[config.mk]
export PLATFORM = sky130hd
export DESIGN_NAME = instruction_program_writer
export DESIGN_NICKNAME = d
export VERILOG_FILES = /design/src/rtl/instruction_program_writer_pkg.sv /design/src/rtl/onehot_to_opcode.sv /design/src/rtl/instruction_program_writer.sv
export SDC_FILE = /design/constraint.sdc
export NUM_CORES = 1
export LEC_CHECK = 0
export CORE_ASPECT_RATIO = 0.7
export CORE_MARGIN = 3
export CORE_UTILIZATION = 35
export CTS_CLUSTER_SIZE = 30
export DETAILED_ROUTE_END_ITERATION = 12
export MAX_ROUTING_LAYER = met4
export PLACE_DENSITY = 0.76
export SLEW_MARGIN = 25
export SYNTH_ARGS = -nofsm -noshare
export SYNTH_HDL_FRONTEND = slang
export SYNTH_HIERARCHICAL = 1
export SYNTH_SLANG_ARGS = --single-unit
export TNS_END_PERCENT = 5
[constraint.sdc]
create_clock -name clk -period 3.6 [get_ports clk]
set_clock_uncertainty 0.15 [all_clocks]
set_input_delay 0.72 -clock clk [delete_from_list [all_inputs] [get_ports clk]]
set_output_delay 0.72 -clock clk [all_outputs]
set_load 0.05 [all_outputs]
[src/rtl/instruction_program_writer_pkg.sv]
// Shared instruction-set definitions for the program writer and the fetch/decode path.
package instruction_program_writer_pkg;

   localparam int unsigned OPCODE_W = 4;
   localparam int unsigned ONEHOT_W = 8;

   // Opcode encodings
   localparam logic [OPCODE_W-1:0] OP_LOAD      = 4'b0000;
   localparam logic [OPCODE_W-1:0] OP_ADD       = 4'b0100;
   localparam logic [OPCODE_W-1:0] OP_BITAND    = 4'b0001;
   localparam logic [OPCODE_W-1:0] OP_SUB       = 4'b0110;
   localparam logic [OPCODE_W-1:0] OP_INPUT     = 4'b1010;
   localparam logic [OPCODE_W-1:0] OP_OUTPUT    = 4'b1110;
   localparam logic [OPCODE_W-1:0] OP_JUMP      = 4'b1000;
   localparam logic [OPCODE_W-1:0] OP_JUMP_COND = 4'b1001;

   // One-hot request bit positions
   localparam int unsigned IDX_LOAD      = 7;
   localparam int unsigned IDX_ADD       = 6;
   localparam int unsigned IDX_BITAND    = 5;
   localparam int unsigned IDX_SUB       = 4;
   localparam int unsigned IDX_INPUT     = 3;
   localparam int unsigned IDX_OUTPUT    = 2;
   localparam int unsigned IDX_JUMP      = 1;
   localparam int unsigned IDX_JUMP_COND = 0;

   // Writer FSM states
   typedef enum logic [1:0] {
      ST_ACCEPT = 2'd0,
      ST_WRITE  = 2'd1,
      ST_FULL   = 2'd2
   } state_e;

endpackage

[src/rtl/onehot_to_opcode.sv]
// Combinational one-hot request to 4-bit opcode encoder with exactly-one-hot check.
module onehot_to_opcode
   import instruction_program_writer_pkg::*;
(
   input  logic [ONEHOT_W-1:0] onehot_i,
   output logic [OPCODE_W-1:0] opcode_o,
   output logic                valid_o
);

   logic [3:0] ones;

   // Population count for the validity check, then priority-select the opcode
   always_comb begin
      ones     = 4'd0;
      opcode_o = OP_LOAD;
      for (int i = 0; i < int'(ONEHOT_W); i++) begin
         ones = ones + 4'(onehot_i[i]);
      end
      valid_o = (ones == 4'd1);
      if      (onehot_i[IDX_LOAD])      opcode_o = OP_LOAD;
      else if (onehot_i[IDX_ADD])       opcode_o = OP_ADD;
      else if (onehot_i[IDX_BITAND])    opcode_o = OP_BITAND;
      else if (onehot_i[IDX_SUB])       opcode_o = OP_SUB;
      else if (onehot_i[IDX_INPUT])     opcode_o = OP_INPUT;
      else if (onehot_i[IDX_OUTPUT])    opcode_o = OP_OUTPUT;
      else if (onehot_i[IDX_JUMP])      opcode_o = OP_JUMP;
      else if (onehot_i[IDX_JUMP_COND]) opcode_o = OP_JUMP_COND;
   end

endmodule

[src/rtl/instruction_program_writer.sv]
// Encodes one-hot instruction requests and writes {opcode, operand} words sequentially
// into program memory, flagging malformed requests and reporting a full program.
module instruction_program_writer
   import instruction_program_writer_pkg::*;
#(
   parameter int unsigned ADDR_W    = 4,
   parameter int unsigned OPERAND_W = 4
) (
   input  logic                          clk,
   input  logic                          rst,
   input  logic [ONEHOT_W-1:0]           op_onehot,
   input  logic [OPERAND_W-1:0]          operand_in,
   input  logic                          valid_in,
   output logic                          ready_out,
   input  logic                          clear_in,
   output logic                          mem_we,
   output logic [ADDR_W-1:0]             mem_addr,
   output logic [OPCODE_W+OPERAND_W-1:0] mem_wdata,
   output logic                          err_invalid,
   output logic                          prog_full,
   output logic [ADDR_W:0]               prog_count
);

   localparam logic [ADDR_W-1:0] ADDR_LAST = {ADDR_W{1'b1}};

   state_e                          state_q;
   logic                            mem_we_q;
   logic [ADDR_W-1:0]               addr_q;
   logic [OPCODE_W+OPERAND_W-1:0]   wdata_q;
   logic                            err_q;
   logic                            full_q;
   logic [ADDR_W:0]                 count_q;

   logic [OPCODE_W-1:0]             enc_opcode;
   logic                            enc_valid;
   logic                            handshake;

   onehot_to_opcode u_enc (
      .onehot_i (op_onehot),
      .opcode_o (enc_opcode),
      .valid_o  (enc_valid)
   );

   // A clear in the same cycle blocks acceptance of any request
   always_comb begin
      ready_out = (state_q == ST_ACCEPT) && !clear_in;
      handshake = valid_in && ready_out;
   end

   // Writer FSM with address/count tracking; all memory-side outputs are registered
   always_ff @(posedge clk) begin
      if (rst) begin
         state_q  <= ST_ACCEPT;
         mem_we_q <= 1'b0;
         addr_q   <= '0;
         wdata_q  <= '0;
         err_q    <= 1'b0;
         full_q   <= 1'b0;
         count_q  <= '0;
      end else begin
         mem_we_q <= 1'b0;
         err_q    <= 1'b0;
         if (clear_in) begin
            state_q <= ST_ACCEPT;
            addr_q  <= '0;
            count_q <= '0;
            full_q  <= 1'b0;
         end else begin
            case (state_q)
               ST_ACCEPT: begin
                  if (handshake) begin
                     if (enc_valid) begin
                        state_q  <= ST_WRITE;
                        mem_we_q <= 1'b1;
                        wdata_q  <= {enc_opcode, operand_in};
                     end else begin
                        err_q <= 1'b1;
                     end
                  end
               end
               ST_WRITE: begin
                  count_q <= count_q + (ADDR_W+1)'(1);
                  if (addr_q == ADDR_LAST) begin
                     state_q <= ST_FULL;
                     full_q  <= 1'b1;
                  end else begin
                     addr_q  <= addr_q + ADDR_W'(1);
                     state_q <= ST_ACCEPT;
                  end
               end
               ST_FULL: begin
                  state_q <= ST_FULL;
               end
               default: begin
                  state_q <= ST_ACCEPT;
               end
            endcase
         end
      end
   end

   assign mem_we      = mem_we_q;
   assign mem_addr    = addr_q;
   assign mem_wdata   = wdata_q;
   assign err_invalid = err_q;
   assign prog_full   = full_q;
   assign prog_count  = count_q;

endmodule

### Yosys cells after proc, flatten, opt, wreduce, memory -nomap -nowiden

Index checks and enable logic that the tools add are counted.

| word-level totals | value |
|---|---|
| bits in registers | 22 |
| input bits | 16 |
| output and inout port bits | 21 |
| logic and storage cells | 50 |

| operators by class | value |
|---|---|
| $add $sub $neg | 9 |
| equal/unequal tests | 6 |
| muxes and demuxes | 14 |
| bitwise logic cells | 4 |
| reduce and logical (&&, ||, !) cells | 10 |

Operator list:

| cell | number |
|---|---|
| 2-to-1 mux 4 bit | 8 |
| adder 4 x 1 -> 4 bit | 6 |
| 2-to-1 mux 2 bit | 3 |
| one-hot mux 2 bit (3 select lines) | 1 |
| AND reduction 2 bit | 3 |
| adder 5 x 1 -> 5 bit (second input constant) | 1 |
| adder 4 x 1 -> 4 bit (second input constant) | 1 |
| == test 4 x 1 -> 1 bit (second input constant) | 1 |
| == test 4 bit (second input constant) | 1 |
| inequality test 2 bit (second input constant) | 2 |
| inverter 1 bit | 4 |
| AND reduction 4 bit | 1 |
| OR reduction 4 bit | 1 |
| adder 1 x 1 -> 2 bit | 1 |
| == test 2 x 1 -> 1 bit (second input constant) | 1 |
| == test 2 bit (second input constant) | 1 |
| logical AND 1 bit | 2 |
| logical NOT 2 bit | 1 |
| 2-to-1 mux 1 bit | 2 |
| OR reduction 2 bit | 1 |
| logical NOT 1 bit | 1 |

### Depth between registers and ports, before layout

| depth | value |
|---|---|
| depth in word-level cells | 11 |
| gate-level depth with buffers | 14 |
| gate-level depth less buffers | 13 |

### Modules after synthesis

The synthesis kept the hierarchy.

Modules (own cells, without submodules):

| module | times used | cells an instance | area an instance (um^2) | seq. area each (um^2) |
|---|---|---|---|---|
| instruction_program_writer | 1 | 98 | 929.6 | 440.4 |
| onehot_to_opcode | 1 | 38 | 290.3 | 0.0 |

### Least setup slack after synthesis

OpenSTA, ideal clock, no wires.

| timing | value |
|---|---|
| path type | in2reg |
| start point | input op_onehot[0] |
| end point | register wdata_q[0], in the netlist mem_wdata[0] |
| library setup time | 0.072 ns |
| arrival time | 3.576 ns |
| setup slack | -0.197 ns |
| stages | 14 |
| buffers on the path | 1 |
| cell sequence | inv_1 > fa_1 > fa_1 > fa_1 > inv_1 > ha_1 > inv_1 > fa_1 > nor2_1 > nand3_1 > a21oi_1 > and3_1 > buf_6 > mux2i_1 |

| on the way | value |
|---|---|
| longest elaborated chain between the ends | 9 |

Ends and longest elaborated chain:

| element | RTL line | RTL |
|---|---|---|
| start, declared | instruction_program_writer.sv:11 | `input logic [ONEHOT_W-1:0] op_onehot,` |
| adder 1 x 1 -> 2 bit | onehot_to_opcode.sv:17 | `ones = ones + 4'(onehot_i[i]);` |
| adder 4 x 1 -> 4 bit (6 in series) | onehot_to_opcode.sv:17 |  |
| == test 4 x 1 -> 1 bit | onehot_to_opcode.sv:19 | `valid_o = (ones == 4'd1);` |
| via enc_valid | instruction_program_writer.sv:35 | `logic enc_valid;` |
| AND reduction 4 bit (no line) | n/a |  |
| end signal, assigned | instruction_program_writer.sv:75 | `wdata_q <= {enc_opcode, operand_in};` |
| end, declared | instruction_program_writer.sv:29 | `logic [OPCODE_W+OPERAND_W-1:0] wdata_q;` |

The timed path passes the listed nets, and every way through them passes these cells.
A chain may end at the register's enable or synchronous reset.

### Worst setup path after layout

| timing | value |
|---|---|
| start point | input op_onehot[1] |
| end point | register wdata_q[0], in the netlist mem_wdata[0] |

Same word-level chain as after synthesis.

==> flow_summary.json <==
{
  "cts_root_buffer": "clkbuf_8",
  "layout_setup_ws_ns": -0.144,
  "cts_buffer_depth": 2,
  "netlist_instances": 136,
  "cts_tree": "built",
  "min_to": "prog_full$_SDFFE_PP0P_",
  "floorplan.initialDensity": 0.377,
  "worstPathArrival_ns": 3.78,
  "place.gp.congestion": 0.769,
  "setup_viol": 10,
  "worstSetupPathType": "in2reg",
  "antenna_found_initial": 0,
  "drt-total-wl_um": 2740,
  "maxCapViolCount": 0,
  "nets": 216,
  "die_y_um": 55.4,
  "yosysSeqAreaShare": 0.361,
  "status": "complete, but fails checks",
  "post-place-ws_ns": -0.872,
  "core_sq_mm": 0.00323,
  "syn_area_per_cell_sq_um": 8.97,
  "io_buffers": 36,
  "synth_edf_count": 0,
  "ys_ff_latch": 22,
  "die_w_um": 76.6,
  "worstSetupEndpointType": "flop",
  "relSlewSlack": 0.663,
  "finalSetupTns_ns": -1.08,
  "grt_pass1_vias": 1056,
  "hold_violations": 0,
  "worstPathMaxFanout": 4,
  "die_area_sq_mm": 0.00424,
  "yosysMostFrequentCell": "dfxtp_1",
  "fillers": 283,
  "cts_sinks": 22,
  "reg2reg_depth": 4,
  "synth_largest_area_cell": "dfxtp_1",
  "ant_nets": 0,
  "syn-num-nets": 163,
  "rrSetupSlack_ns": 2.09,
  "area_growth_pct": 49.6,
  "hold_start": "prog_full$_SDFFE_PP0P_",
  "dp_hpwl_um": 2200,
  "crit_required_ns": 3.64,
  "viasPerCell": 4.68,
  "synth_area_sq_mm": 0.00122,
  "grt_setup_unrepaired": "true",
  "wl_per_cell_um": 11.7,
  "grt_start_max_net_pins": 19,
  "max_freq_ghz": 0.267,
  "grt_overflow_total": 0,
  "first_iter_violations": 24,
  "cts_buffers": 3,
  "irDropWorstVdd_mv": 0.230,
  "synth_common_cells": "22 x dfxtp_1, 19 x nand2b_1, 14 x inv_1, 11 x a21oi_1",
  "postCtsHoldBufs": 0,
  "clk_transition_reported_paths_ns": 0.07,
  "synth_top_area_share": 0.361,
  "worst_skew_pair.late_latency_ns": 0.26,
  "rows": 17,
  "htreeDepth": 1,
  "netlist-cell-type-count": 29,
  "regToRegStartpoint": "mem_addr[0]$_SDFFE_PP0P_",
  "p_per_area_mw_per_mm2": 315,
  "dr.pass1.iters": 4,
  "hp-class": "reg2reg",
  "tightestPinTransition_ns": 0.504,
  "yosys_warnings": 6,
  "critPathLaunchType": "input port",
  "globalRouteTotalUtil": 0.141,
  "grt_pass1_wl_um": 4710,
  "min_period_over_period": 1.04,
  "drive_gt1_frac": 0.209,
  "diodes": 0,
  "boundaryPins": 37,
  "fin_crit_ns": 3.74,
  "synth_flop_cell": "dfxtp_1",
  "violations": "setup timing",
  "holdPathStages": 2,
  "p_leak_nw": 0.695,
  "vias": 1096,
  "post-route-drc-count": 0,
  "slew_violations": 0,
  "ys_async_sr_fraction": 0,
  "synth_area_leaders": "dfxtp_1 36%, nand2b_1 9.7%, ha_1 7.2%",
  "reg2reg_to": "mem_addr[0]$_SDFFE_PP0P_"
}
worst max path at each step:
stage / cells past startpoint / from / endpoint
finish: 14 / op_onehot[1] / mem_wdata[0]$_SDFFE_PP0P_
global route: 14 / op_onehot[1] / mem_wdata[1]$_SDFFE_PP0P_
CTS: 14 / op_onehot[1] / mem_wdata[0]$_SDFFE_PP0P_
detailed placement: 14 / op_onehot[0] / mem_wdata[0]$_SDFFE_PP0P_
global placement: 14 / op_onehot[3] / mem_wdata[3]$_SDFFE_PP0P_
floorplan: 13 / op_onehot[3] / mem_wdata[0]$_SDFFE_PP0P_
worst max-delay path: stages:
cell and delay [ns]:
buf_6 0.07, inv_4 0.03, fa_1 0.49, fa_1 0.56, fa_1 0.41, inv_1 0.07
ha_2 0.18, inv_2 0.04, fa_2 0.52, nand2_2 0.05, a21oi_2 0.12, and3_4 0.21
buf_6 0.12, mux2i_1 0.19
what timing repair did:
item / CTS / global route
pin swaps: 7 / 9
buffers inserted: 3 / 2
endpoints found under the setup margin: 11 / 11
resized for setup: 20 / 10
state kept, by name (all words and copies together) (netlist names):
signal / flops
mem_we: 1
prog_count: 5
mem_wdata: 8
err_invalid: 1
prog_full: 1
state_q: 2
mem_addr: 4
cell usage in the layout, fill, tap and decap left out, drive strengths merged, types with 4 or more instances in the layout:
cell,n
a21oi,11
buf,18
clkdlybuf4s50,33
dfxtp,22
fa,4
ha,7
inv,14
mux2i,8
nand2,8
nand2b,19
nor2,6
nor3,7
o21ai,5
power breakdown:
group	internal (W)	leakage (nW)	switching, W
clock	0.0000747	0.0216	0.0000732
sequential	0.000248	0.177	0.00000268
combinational	0.0000914	0.496	0.0000850
total	0.000414	0.695	0.000161
through the flow:
stage	hold WS [ns]	util	instance area, sq um	power [W]	cells
floorplan	0.342	-	1230	0.000342	136
global placement	0.287	0.526	1700	0.000393	226
detailed placement	0.293	0.526	1700	0.000400	226
CTS	0.304	0.549	1770	0.000564	232
global route	0.347	0.565	1830	0.000607	234
finish	0.299	0.565	1830	0.000574	234
cell families after synthesis:
group                      count (synthesis)  share of synthesized area
buffers and inverters                     17                     0.0585
and+or+nand+nor                           57                      0.274
xor gates and xnor gates                   2                     0.0144
adders and majority gates                 11                      0.137
AOI/OAI and AO/OA                         19                     0.0892
DFF                                       22                      0.361
muxes                                      8                     0.0656
area by class of cell:
type	instances	area, sq um	area share
multi-input cells	97	739	0.405
flip-flops and latches	22	440	0.241
clock buffers	3	41.3	0.0226
repair buffers	51	488	0.267
well taps	47	58.8	0.0322
inverters	14	57.6	0.0315
layer usage:
layer | track usage | wire length, um | vias up
met4 | 0.0465 | 36 | 0
met2 | 0.243 | 1400 | 22
met5 | - | 0 | -
met3 | 0.0261 | 88 | 4
li1 | - | - | 558
met1 | 0.166 | 1220 | 512
No activity file was read; power rests on OpenSTA's default activity.
==> patch (same settings) <==
Re-encode `state_e` (3 states) as one-hot, 3 bits wide.
--- a/src/rtl/instruction_program_writer_pkg.sv
+++ b/src/rtl/instruction_program_writer_pkg.sv
@@ -26,8 +26,8 @@
 
    // Writer FSM states
-   typedef enum logic [1:0] {
-      ST_ACCEPT = 2'd0,
-      ST_WRITE  = 2'd1,
-      ST_FULL   = 2'd2
+   typedef enum logic [2:0] {
+      ST_ACCEPT = 3'b001,
+      ST_WRITE  = 3'b010,
+      ST_FULL   = 3'b100
    } state_e;
 
Function: no difference found for any inputs over 10 cycles, from zero or initial values and one cycle with rst high; not proved beyond that.
==> patch against the original RTL <==
The run still ends with setup timing left. Utilization rose by 0.94 points. Setup slack worse by 0.087 ns. Worst hold slack improved by 0.031 ns. Sequential cell count up 1. Sequential share of layout area fell by 0.11 points. Routed wire length grew 9.9%. Area after synthesis grew 6.1%. Design area rose by 5.0%. Power increased by 7.0%. Critical path type unchanged. Critical endpoint is now mem_wdata[5]$_SDFFE_PP0P_.
==> patch: results (changes against the original RTL) <==
- Peak VDD IR: 0.157 mV (-32%)
- Max FO, Critical Path: 8 (+4)
- Bufs w/o clock: 53 (+3.9%)
- Int Pwr: 443 uW (+7.1%)
- Initial drt markers: 42 (+75%)
- Vias per cell: 4.75 (+1.5%)
- Vias in the first global route: 1140 (+8.0%)
- Fraction of area in multi-input gates: 40.9% (+0.35 points)
- Final-stage net count: 220 (+1.9%)
- P_clk: 155 uW (+5%)
- Dominant cells by area after synthesis: dfxtp_1 36%, nand2b_1 8.7%, mux2i_1 7.0%, ha_1 6.8%, fa_1 6.2%
- Final setup viols: 12 (+2)
- Routed wl met2: 1490 um (+6.4%)
- Non-clock buffering overhead: 26.8% (+0.097 points)
- Post-DP HPWL: 2380 um (+8.3%)
- Failing checks: setup timing
- Filler instances: 289 (+2.1%)
- Sequential logic power: 263 uW (+5%)
- Synth cell count leaders: 23 x dfxtp_1, 18 x nand2b_1, 14 x inv_1, 9 x a21oi_1, 9 x mux2i_1
- Clock-cell share of area: 2.35% (+0.088 points)
- Gr usage total: 14.0% (-0.077 points)
- Final WS setup: -0.231 ns (-0.0868 ns)
- Count of cell types in the netlist: 34 (+17%)
- Met1 Wirelength: 1390 um (+14%)
- Routed wire length: 3010 um (+9.9%)
- Setup_tns: -2.18 ns (-1.10 ns)
- Power Total: 614 uW (+7.0%)
- Final std cells w/o fill: 239 (+2.1%)
- Clk_buf instances: 4 (+1)
- GRT met2 Usage: 24.2% (-0.097 points)
- Outcome: complete, but fails checks
[patch: changes by cell type after synthesis, sizes merged, moves of 2 or more]
cell,delta
nand3b,-2
and2,-2
nor3b,+3
clkbuf,+2
o211ai,+2
o31ai,+2
a21oi,-2
nor3,-2
[patch: cell families (layout without fill, tap and decap cells)]
group                      after synthesis  count (layout)  share of synthesized area (%)
DFF                                     23              23                           35.6
buffers and inverters                   20              71                           6.96
muxes                                    9               9                           6.96
adders and majority gates               11              11                           13.0
xor gates and xnor gates                 1               1                          0.677
and+or+nand+nor                         54              54                           25.3
AOI/OAI and AO/OA                       23              23                           11.5
[patch: worst max-delay path, delay by kind of cell]
kind,cells,cell delay [ns]
adder cells (fa/ha/maj),5,1.97
AND/OR/NAND/NOR,2,0.36
buffers and inverters,5,0.34
multiplexers,2,0.32
AO/OA/AOI/OAI,1,0.16
[patch: metrics by stage]
step                      area, um^2  hold WS, ns  worst slack, ns
after detailed placement        1790        0.317           -0.947
after global routing            1920        0.360           -0.391
after CTS                       1880        0.332           -0.306
final                           1920        0.330           -0.231
after floorplan                 1300        0.320           -0.282
after global placement          1790        0.304           -0.832
[patch: path summary, 6_finish.rpt]
path,endpoint,slack (ns),cells past startpoint,start
max,mem_wdata[5]$_SDFFE_PP0P_,-0.23,15,op_onehot[1]
max reg2reg,mem_addr[3]$_SDFFE_PP0P_,1.82,3,state_q[1]$_SDFFE_PP0P_
min,mem_wdata[2]$_SDFFE_PP0P_,0.33,2,mem_wdata[2]$_SDFFE_PP0P_
min reg2reg,mem_wdata[2]$_SDFFE_PP0P_,0.33,2,mem_wdata[2]$_SDFFE_PP0P_
[patch: repair_timing]
item | in CTS | in global routing
pin swaps | 7 | 8
resized for setup | 19 | 6
setup endpoints to repair | 12 | 12
setup buffers | 5 | 1
